===== src/rtl/fetch_pc_ctrl_pkg.sv =====
`default_nettype none
// ---------------------------------------------------------------------------
// fetch_pc_ctrl_pkg : shared front-end types for the fetch PC controller.
// Revision: 1.0
// ---------------------------------------------------------------------------
`ifndef NUM_SUPER
`define NUM_SUPER 2
`endif
`ifndef FETCH_BLOCK_BYTES
`define FETCH_BLOCK_BYTES 8
`endif

package fetch_pc_ctrl_pkg;

  localparam int          C_NUM_SUPER   = `NUM_SUPER;
  localparam logic [63:0] C_BLOCK_BYTES = 64'(`FETCH_BLOCK_BYTES);
  localparam logic [63:0] C_INST_BYTES  = 64'd4;

  typedef struct packed {
    logic        rollback_en;
    logic [1:0]  take_branch_out;
    logic [63:0] take_branch_target_out;
    logic [1:0]  inst_valid;
  } BP_F_OUT_t;

  typedef struct packed {
    logic [1:0] inst_valid;
  } F_BP_OUT_t;

  typedef enum logic [1:0] {
    FETCH = 2'd0,
    MISS  = 2'd1,
    DRAIN = 2'd2
  } FETCH_STATE_t;

  typedef struct packed {
    logic [1:0]       valid;
    logic [1:0][31:0] IR;
    logic [1:0][63:0] NPC;
  } IF_BUNDLE_t;

  function automatic logic [63:0] block_align(input logic [63:0] addr);
    return addr & ~(C_BLOCK_BYTES - 64'd1);
  endfunction

  function automatic logic [31:0] sat_add32(input logic [31:0] a, input logic [31:0] inc);
    logic [32:0] sum;
    sum = {1'b0, a} + {1'b0, inc};
    return sum[32] ? 32'hFFFF_FFFF : sum[31:0];
  endfunction

endpackage

`default_nettype wire


===== src/rtl/fetch_pc_ctrl_if.sv =====
`default_nettype none
// ---------------------------------------------------------------------------
// fetch_pc_ctrl_if : I-cache, predictor and dispatch signals of the fetch stage.
// Revision: 1.0
// ---------------------------------------------------------------------------
interface fetch_pc_ctrl_if
  import fetch_pc_ctrl_pkg::*;
#(
  parameter int NUM_SUPER = C_NUM_SUPER
) ();

  logic [63:0]                Icache_data;
  logic                       Icache_valid;
  logic [63:0]                Icache_addr;
  logic                       Icache_req;
  BP_F_OUT_t                  BP_F_out;
  logic                       D_stall;
  logic [NUM_SUPER-1:0][31:0] if_IR_out;
  logic [NUM_SUPER-1:0][63:0] if_NPC_out;
  F_BP_OUT_t                  F_BP_out;
  logic [63:0]                if_PC_reg;

  modport master (
    input  Icache_data, Icache_valid, BP_F_out, D_stall,
    output Icache_addr, Icache_req, if_IR_out, if_NPC_out, F_BP_out, if_PC_reg
  );

  modport slave (
    output Icache_data, Icache_valid, BP_F_out, D_stall,
    input  Icache_addr, Icache_req, if_IR_out, if_NPC_out, F_BP_out, if_PC_reg
  );

endinterface

`default_nettype wire


===== src/rtl/fetch_pc_ctrl_align.sv =====
`default_nettype none
// ---------------------------------------------------------------------------
// fetch_pc_ctrl_align : slot extraction, NPCs and sequential next PC.
// Revision: 1.0
// ---------------------------------------------------------------------------
module fetch_pc_ctrl_align
  import fetch_pc_ctrl_pkg::*;
(
  input  wire logic [63:0] pc,
  input  wire logic [63:0] data,
  output IF_BUNDLE_t       slots,
  output logic [63:0]      seq_next
);

  logic [63:0] w_pc_p4;
  logic [63:0] w_pc_p8;

  assign w_pc_p4 = pc + C_INST_BYTES;
  assign w_pc_p8 = pc + (C_INST_BYTES << 1);

  always_comb begin
    slots    = '0;
    seq_next = w_pc_p8;
    if (pc[2]) begin
      // Upper word only: the second slot would belong to the next block.
      slots.valid  = 2'b01;
      slots.IR[0]  = data[63:32];
      slots.NPC[0] = w_pc_p4;
      seq_next     = w_pc_p4;
    end else begin
      slots.valid  = 2'b11;
      slots.IR[0]  = data[31:0];
      slots.IR[1]  = data[63:32];
      slots.NPC[0] = w_pc_p4;
      slots.NPC[1] = w_pc_p8;
    end
  end

endmodule

`default_nettype wire


===== src/rtl/fetch_pc_ctrl.sv =====
`default_nettype none
// ---------------------------------------------------------------------------
// fetch_pc_ctrl : 2-wide fetch PC generator and IF/ID bundle register.
// Optional FETCH_PERF_CNT_EN adds saturating fetch/miss/squash counters.
// Revision: 1.0
// ---------------------------------------------------------------------------
module fetch_pc_ctrl
  import fetch_pc_ctrl_pkg::*;
#(
  parameter logic [63:0] RESET_PC = 64'h0
) (
  input  wire logic       clock,
  input  wire logic       reset,
  fetch_pc_ctrl_if.master bus
`ifdef FETCH_PERF_CNT_EN
  ,
  output logic [31:0]     fetch_cnt,
  output logic [31:0]     miss_cycle_cnt,
  output logic [31:0]     squash_cnt
`endif
);

  FETCH_STATE_t r_state;
  logic [63:0]  r_pc;
  IF_BUNDLE_t   r_bundle;
  logic         r_req;

  IF_BUNDLE_t   w_slots;
  logic [63:0]  w_seq_next;
  logic [63:0]  w_target;
  logic         w_bundle_valid;
  logic         w_rollback;
  logic         w_taken;
  logic         w_taken_go;
  logic         w_redirect_drain;
  logic         w_unused_bp;

  fetch_pc_ctrl_align u_align (
    .pc       (r_pc),
    .data     (bus.Icache_data),
    .slots    (w_slots),
    .seq_next (w_seq_next)
  );

  assign w_target       = {bus.BP_F_out.take_branch_target_out[63:2], 2'b00};
  assign w_bundle_valid = |r_bundle.valid;
  assign w_rollback     = bus.BP_F_out.rollback_en;
  assign w_taken        = w_bundle_valid && (|bus.BP_F_out.take_branch_out);
  assign w_taken_go     = w_taken && !bus.D_stall;
  // A redirect with a request still outstanding must wait for its response.
  assign w_redirect_drain = (r_state == MISS) || ((r_state == DRAIN) && !bus.Icache_valid);
  assign w_unused_bp    = ^{bus.BP_F_out.inst_valid, bus.BP_F_out.take_branch_target_out[1:0]};

  always_ff @(posedge clock or negedge reset) begin
    if (!reset) begin
      r_state  <= FETCH;
      r_pc     <= RESET_PC;
      r_bundle <= '0;
      r_req    <= 1'b0;
    end else begin
      r_req <= 1'b1;
      if (w_rollback || w_taken_go) begin
        r_pc     <= w_target;
        r_bundle <= '0;
        if (w_redirect_drain) begin
          r_state <= DRAIN;
          r_req   <= 1'b0;
        end else begin
          r_state <= FETCH;
        end
      end else if (bus.D_stall) begin
        if ((r_state == FETCH) && !bus.Icache_valid) begin
          r_state <= MISS;
        end else if (r_state == DRAIN) begin
          if (bus.Icache_valid) r_state <= FETCH;
          else                  r_req   <= 1'b0;
        end
      end else if (r_state == DRAIN) begin
        r_bundle <= '0;
        if (bus.Icache_valid) r_state <= FETCH;
        else                  r_req   <= 1'b0;
      end else if (bus.Icache_valid) begin
        r_bundle <= w_slots;
        r_pc     <= w_seq_next;
        r_state  <= FETCH;
      end else begin
        r_bundle <= '0;
        r_state  <= MISS;
      end
    end
  end

  assign bus.Icache_addr         = block_align(r_pc);
  assign bus.Icache_req          = r_req;
  assign bus.if_IR_out           = r_bundle.IR;
  assign bus.if_NPC_out          = r_bundle.NPC;
  assign bus.F_BP_out.inst_valid = r_bundle.valid;
  assign bus.if_PC_reg           = r_pc;

`ifdef FETCH_PERF_CNT_EN
  logic       w_load;
  logic [1:0] w_fetch_inc;
  logic       w_squash;

  assign w_load      = (r_state != DRAIN) && bus.Icache_valid && !bus.D_stall
                       && !w_rollback && !w_taken;
  assign w_fetch_inc = w_load ? (2'(w_slots.valid[0]) + 2'(w_slots.valid[1])) : 2'd0;
  assign w_squash    = w_rollback ? w_bundle_valid
                                  : (w_taken_go && bus.Icache_valid && (r_state != DRAIN));

  always_ff @(posedge clock or negedge reset) begin
    if (!reset) begin
      fetch_cnt      <= '0;
      miss_cycle_cnt <= '0;
      squash_cnt     <= '0;
    end else begin
      fetch_cnt      <= sat_add32(fetch_cnt, 32'(w_fetch_inc));
      miss_cycle_cnt <= sat_add32(miss_cycle_cnt, 32'(r_state == MISS));
      squash_cnt     <= sat_add32(squash_cnt, 32'(w_squash));
    end
  end
`endif

endmodule

`default_nettype wire


===== src/flat_wrapper.sv =====
// flat-port wrapper written by rule: the top's interface ports become plain ports
module fetch_pc_ctrl_flat import fetch_pc_ctrl_pkg::*;
#(
  parameter logic [63:0] RESET_PC = 64'h0
)
  (clock, reset, bus_Icache_data, bus_Icache_valid, bus_BP_F_out, bus_D_stall, bus_Icache_addr, bus_Icache_req, bus_if_IR_out, bus_if_NPC_out, bus_F_BP_out, bus_if_PC_reg);
  fetch_pc_ctrl_if bus_i ();
  input  wire logic clock;
  input  wire logic reset;
  input wire logic [$bits(bus_i.Icache_data)-1:0] bus_Icache_data;
  input wire logic [$bits(bus_i.Icache_valid)-1:0] bus_Icache_valid;
  input wire logic [$bits(bus_i.BP_F_out)-1:0] bus_BP_F_out;
  input wire logic [$bits(bus_i.D_stall)-1:0] bus_D_stall;
  output wire logic [$bits(bus_i.Icache_addr)-1:0] bus_Icache_addr;
  output wire logic [$bits(bus_i.Icache_req)-1:0] bus_Icache_req;
  output wire logic [$bits(bus_i.if_IR_out)-1:0] bus_if_IR_out;
  output wire logic [$bits(bus_i.if_NPC_out)-1:0] bus_if_NPC_out;
  output wire logic [$bits(bus_i.F_BP_out)-1:0] bus_F_BP_out;
  output wire logic [$bits(bus_i.if_PC_reg)-1:0] bus_if_PC_reg;
  assign bus_i.Icache_data = bus_Icache_data;
  assign bus_i.Icache_valid = bus_Icache_valid;
  assign bus_i.BP_F_out = bus_BP_F_out;
  assign bus_i.D_stall = bus_D_stall;
  assign bus_Icache_addr = bus_i.Icache_addr;
  assign bus_Icache_req = bus_i.Icache_req;
  assign bus_if_IR_out = bus_i.if_IR_out;
  assign bus_if_NPC_out = bus_i.if_NPC_out;
  assign bus_F_BP_out = bus_i.F_BP_out;
  assign bus_if_PC_reg = bus_i.if_PC_reg;
  fetch_pc_ctrl #(.RESET_PC(RESET_PC)) u_core (.clock(clock), .reset(reset), .bus(bus_i));
endmodule

===== config.mk =====
export PLATFORM = sky130hd
export DESIGN_NAME = fetch_pc_ctrl_flat
export DESIGN_NICKNAME = d
export VERILOG_FILES = /design/src/rtl/fetch_pc_ctrl_pkg.sv /design/src/rtl/fetch_pc_ctrl_if.sv /design/src/rtl/fetch_pc_ctrl_align.sv /design/src/rtl/fetch_pc_ctrl.sv /design/src/flat_wrapper.sv
export SDC_FILE = /design/constraint.sdc
export NUM_CORES = 1
export LEC_CHECK = 0
export BUFFER_PORTS_ARGS = -buffer_cell sky130_fd_sc_hd__buf_2
export CORE_MARGIN = 10
export CORE_UTILIZATION = 50
export DETAILED_ROUTE_END_ITERATION = 16
export PLACE_DENSITY = 0.79
export SKIP_CTS_REPAIR_TIMING = 1
export SLEW_MARGIN = 15
export SYNTH_ARGS = -nofsm -noshare
export SYNTH_HDL_FRONTEND = slang
export SYNTH_SLANG_ARGS = --single-unit
export TNS_END_PERCENT = 20

===== constraint.sdc =====
create_clock -name clock -period 5.72 [get_ports clock]
set_clock_uncertainty 0.2 [all_clocks]
set_input_delay 0.572 -clock clock [delete_from_list [all_inputs] [get_ports clock]]
set_output_delay 0.572 -clock clock [all_outputs]
set_load 0.05 [all_outputs]

==> metrics <==
outcome complete, but fails checks; violated checks hold timing; CTS tree yes; Avg WL per Cell 24.3 um; FP Rows 60; # port buffers 449; Final Net Count 1946; Hold WS -0.0401 ns; layout cells sized above 1 0.296; FMAX 0.252 GHz; Clock Sink Count 255; DRC violations left 0; R2R depth 7; clock latency on the worst-skew pair 0.55 ns; Pwr Density 327 nW/um^2; worst vdd ir 220 uV; Worst setup SP type flip-flop; most frequent cell after synthesis nand2_1; Core Area 27000 um^2; clk buf depth 3; Synth async-reset ratio 1.00; Worst Path Buf+Inv 0; CP required 5.91 ns; CP Class reg2reg; R2R setup slack 1.76 ns; GPL Wtd Cong 0.946; Initial Util 0.509; Reg-to-Reg Start u_core.bus.if_PC_reg[3]; area delta synth->final 20.2%; All-Layer GR Usage 0.296; register area share after synthesis 0.466; LEAKAGE 7.68 nW; Worst-Margin Slew 1.09 ns; RSZ-0062 raised after global routing no; Cell Area, Synth 13700 um^2; Setup crit end kind flip-flop; Yosys reg bits 255; DR iter-0 viols 1210; Slew headroom 0.265; worst min-delay path category in2async; H-tree Lvls 1; Worst EP arrival 4.15 ns; CTS clk-pin slew, worst paths 0.06 ns; vias per cell 5.93; DRT antenna net count 0; clock period minus worst slack 3.96 ns; DR pass1 iterations 5; chip width 186 um; Max Cap Violations 0; crit-path cells ha_1 > nand3_1 > nor4_2 > nand2_1 > nor4_1 > xnor2_1 > o21ai_0; Die ar. 34400 um^2; total power 5.39 mW; ys flop type dfrtp_1; Final Hold Viols 28; WL final 52.8 mm; Synth area leaders dfrtp_1 (47%), xnor2_1 (7.3%), o21ai_0 (7.2%); Largest register FFs 125; synth cell count leaders nand2_1 (258), dfrtp_1 (255), o21ai_0 (198); initial antenna violation count 1; Post-synth EDFFs 0; vias in the first global route 12718; largest net degree at the start of global routing 195; Final period util 0.693; Netlist cell types 67; height of the die 186 um; Post-Synthesis Cells 1504; Detailed Place HPWL 38.1 mm; Synth top area share 0.466; first-pass GRT wire length 78.7 mm; CP max stage cell nor4_2; critical path's top delay family simple AND/OR/NAND/NOR gates; TritonCTS Buffers 29; setup_tns 0 ns; Root Driver clkbuf_16; peak per-stage delay on the critical path 0.81 ns; Critical R2R Capture u_core.bus.if_PC_reg[45]; IO Count 460; Syn Area/Cell 9.11 um^2; vias 12850; gr ovfl total 0; maximum fanout along the worst path 11; Yosys top cell by area dfrtp_1; Core Util, Final 0.611; max-slew violation count 0; Synth Warn # 0; final setup vio count 0
-- per-stage QoR --
step                setup WS [ns]  area (um^2)  cells
finish                       1.76        16500   2168
global route                 1.57        16500   2167
CTS                          1.83        16500   2167
detailed placement           1.92        15500   2115
global placement             2.03        15500   2115
floorplan                    2.70        13700   1509
-- power breakdown --
group	switching, mW	leakage [nW]	total (mW)	internal [mW]
clock	0.772	0.484	1.95	1.17
sequential	0.220	3.40	2.13	1.91
combinational	0.990	3.80	1.31	0.318
total	1.98	7.68	5.39	3.41
-- placed cells by master, fill, tap and decap left out, drive strengths merged, types with 8 or more instances in the layout --
master and count:
and2 8, a22o 45, nor4 29, clkbuf 39
xnor2 114, or3 10, o21ai 200, or4 8
nand4 38, mux2i 33, nand2 259, nor2 92
nand3 29, buf 463, nand2b 9, a21oi 11
xor2 56, dfrtp 255, nor3 44
-- worst max path at each step --
| stage | from | to | slack (ns) | cells after the start |
|---|---|---|---|---|
| finish | u_core.bus.if_PC_reg[3] | u_core.bus.if_PC_reg[45] | 1.76 | 7 |
| global route | u_core.bus.if_PC_reg[3] | u_core.bus.if_PC_reg[45] | 1.57 | 7 |
| CTS | u_core.bus.if_PC_reg[3] | u_core.bus.if_PC_reg[45] | 1.83 | 7 |
| detailed placement | u_core.bus.if_PC_reg[3] | u_core.bus.if_PC_reg[53] | 1.92 | 7 |
| global placement | u_core.bus.if_PC_reg[3] | u_core.bus.if_NPC_out[45] | 2.03 | 7 |
| floorplan | u_core.bus.if_PC_reg[6] | u_core.bus.if_PC_reg[56] | 2.70 | 8 |
-- routing by layer --
| layer | part of all wire | global-route usage | wire length (um) |
|---|---|---|---|
| met5 | 0 | 0 | 0 |
| met4 | 0.046 | 0.121 | 2410 |
| met3 | 0.10 | 0.0647 | 5330 |
| met2 | 0.48 | 0.492 | 25100 |
| met1 | 0.38 | 0.366 | 19900 |
-- cells by family (layout without fill, tap and decap cells) --
group	count (synthesis)	after routing	share of synthesized area
DFF	255	255	0.466
buffers and inverters	204	521	0.0818
muxes	35	35	0.0257
xor gates and xnor gates	170	170	0.109
AOI/OAI and AO/OA	278	278	0.119
adders and majority gates	4	4	0.00365
and+or+nand+nor	557	557	0.196
other	1	7	0.000274
-- final cells by class --
cell class                      instances  area, um^2
Clock buffer                           39         813
Tap cell                              341         427
Timing Repair Buffer                  463        2390
Inverter                                6        22.5
Sequential cell                       255        6380
Fill cell                            2323       10500
Multi-Input combinational cell       1050        6260
Antenna cell                            1        2.50
Clock inverter                         13         178
Note: power is estimated with default switching activity, not from simulation.
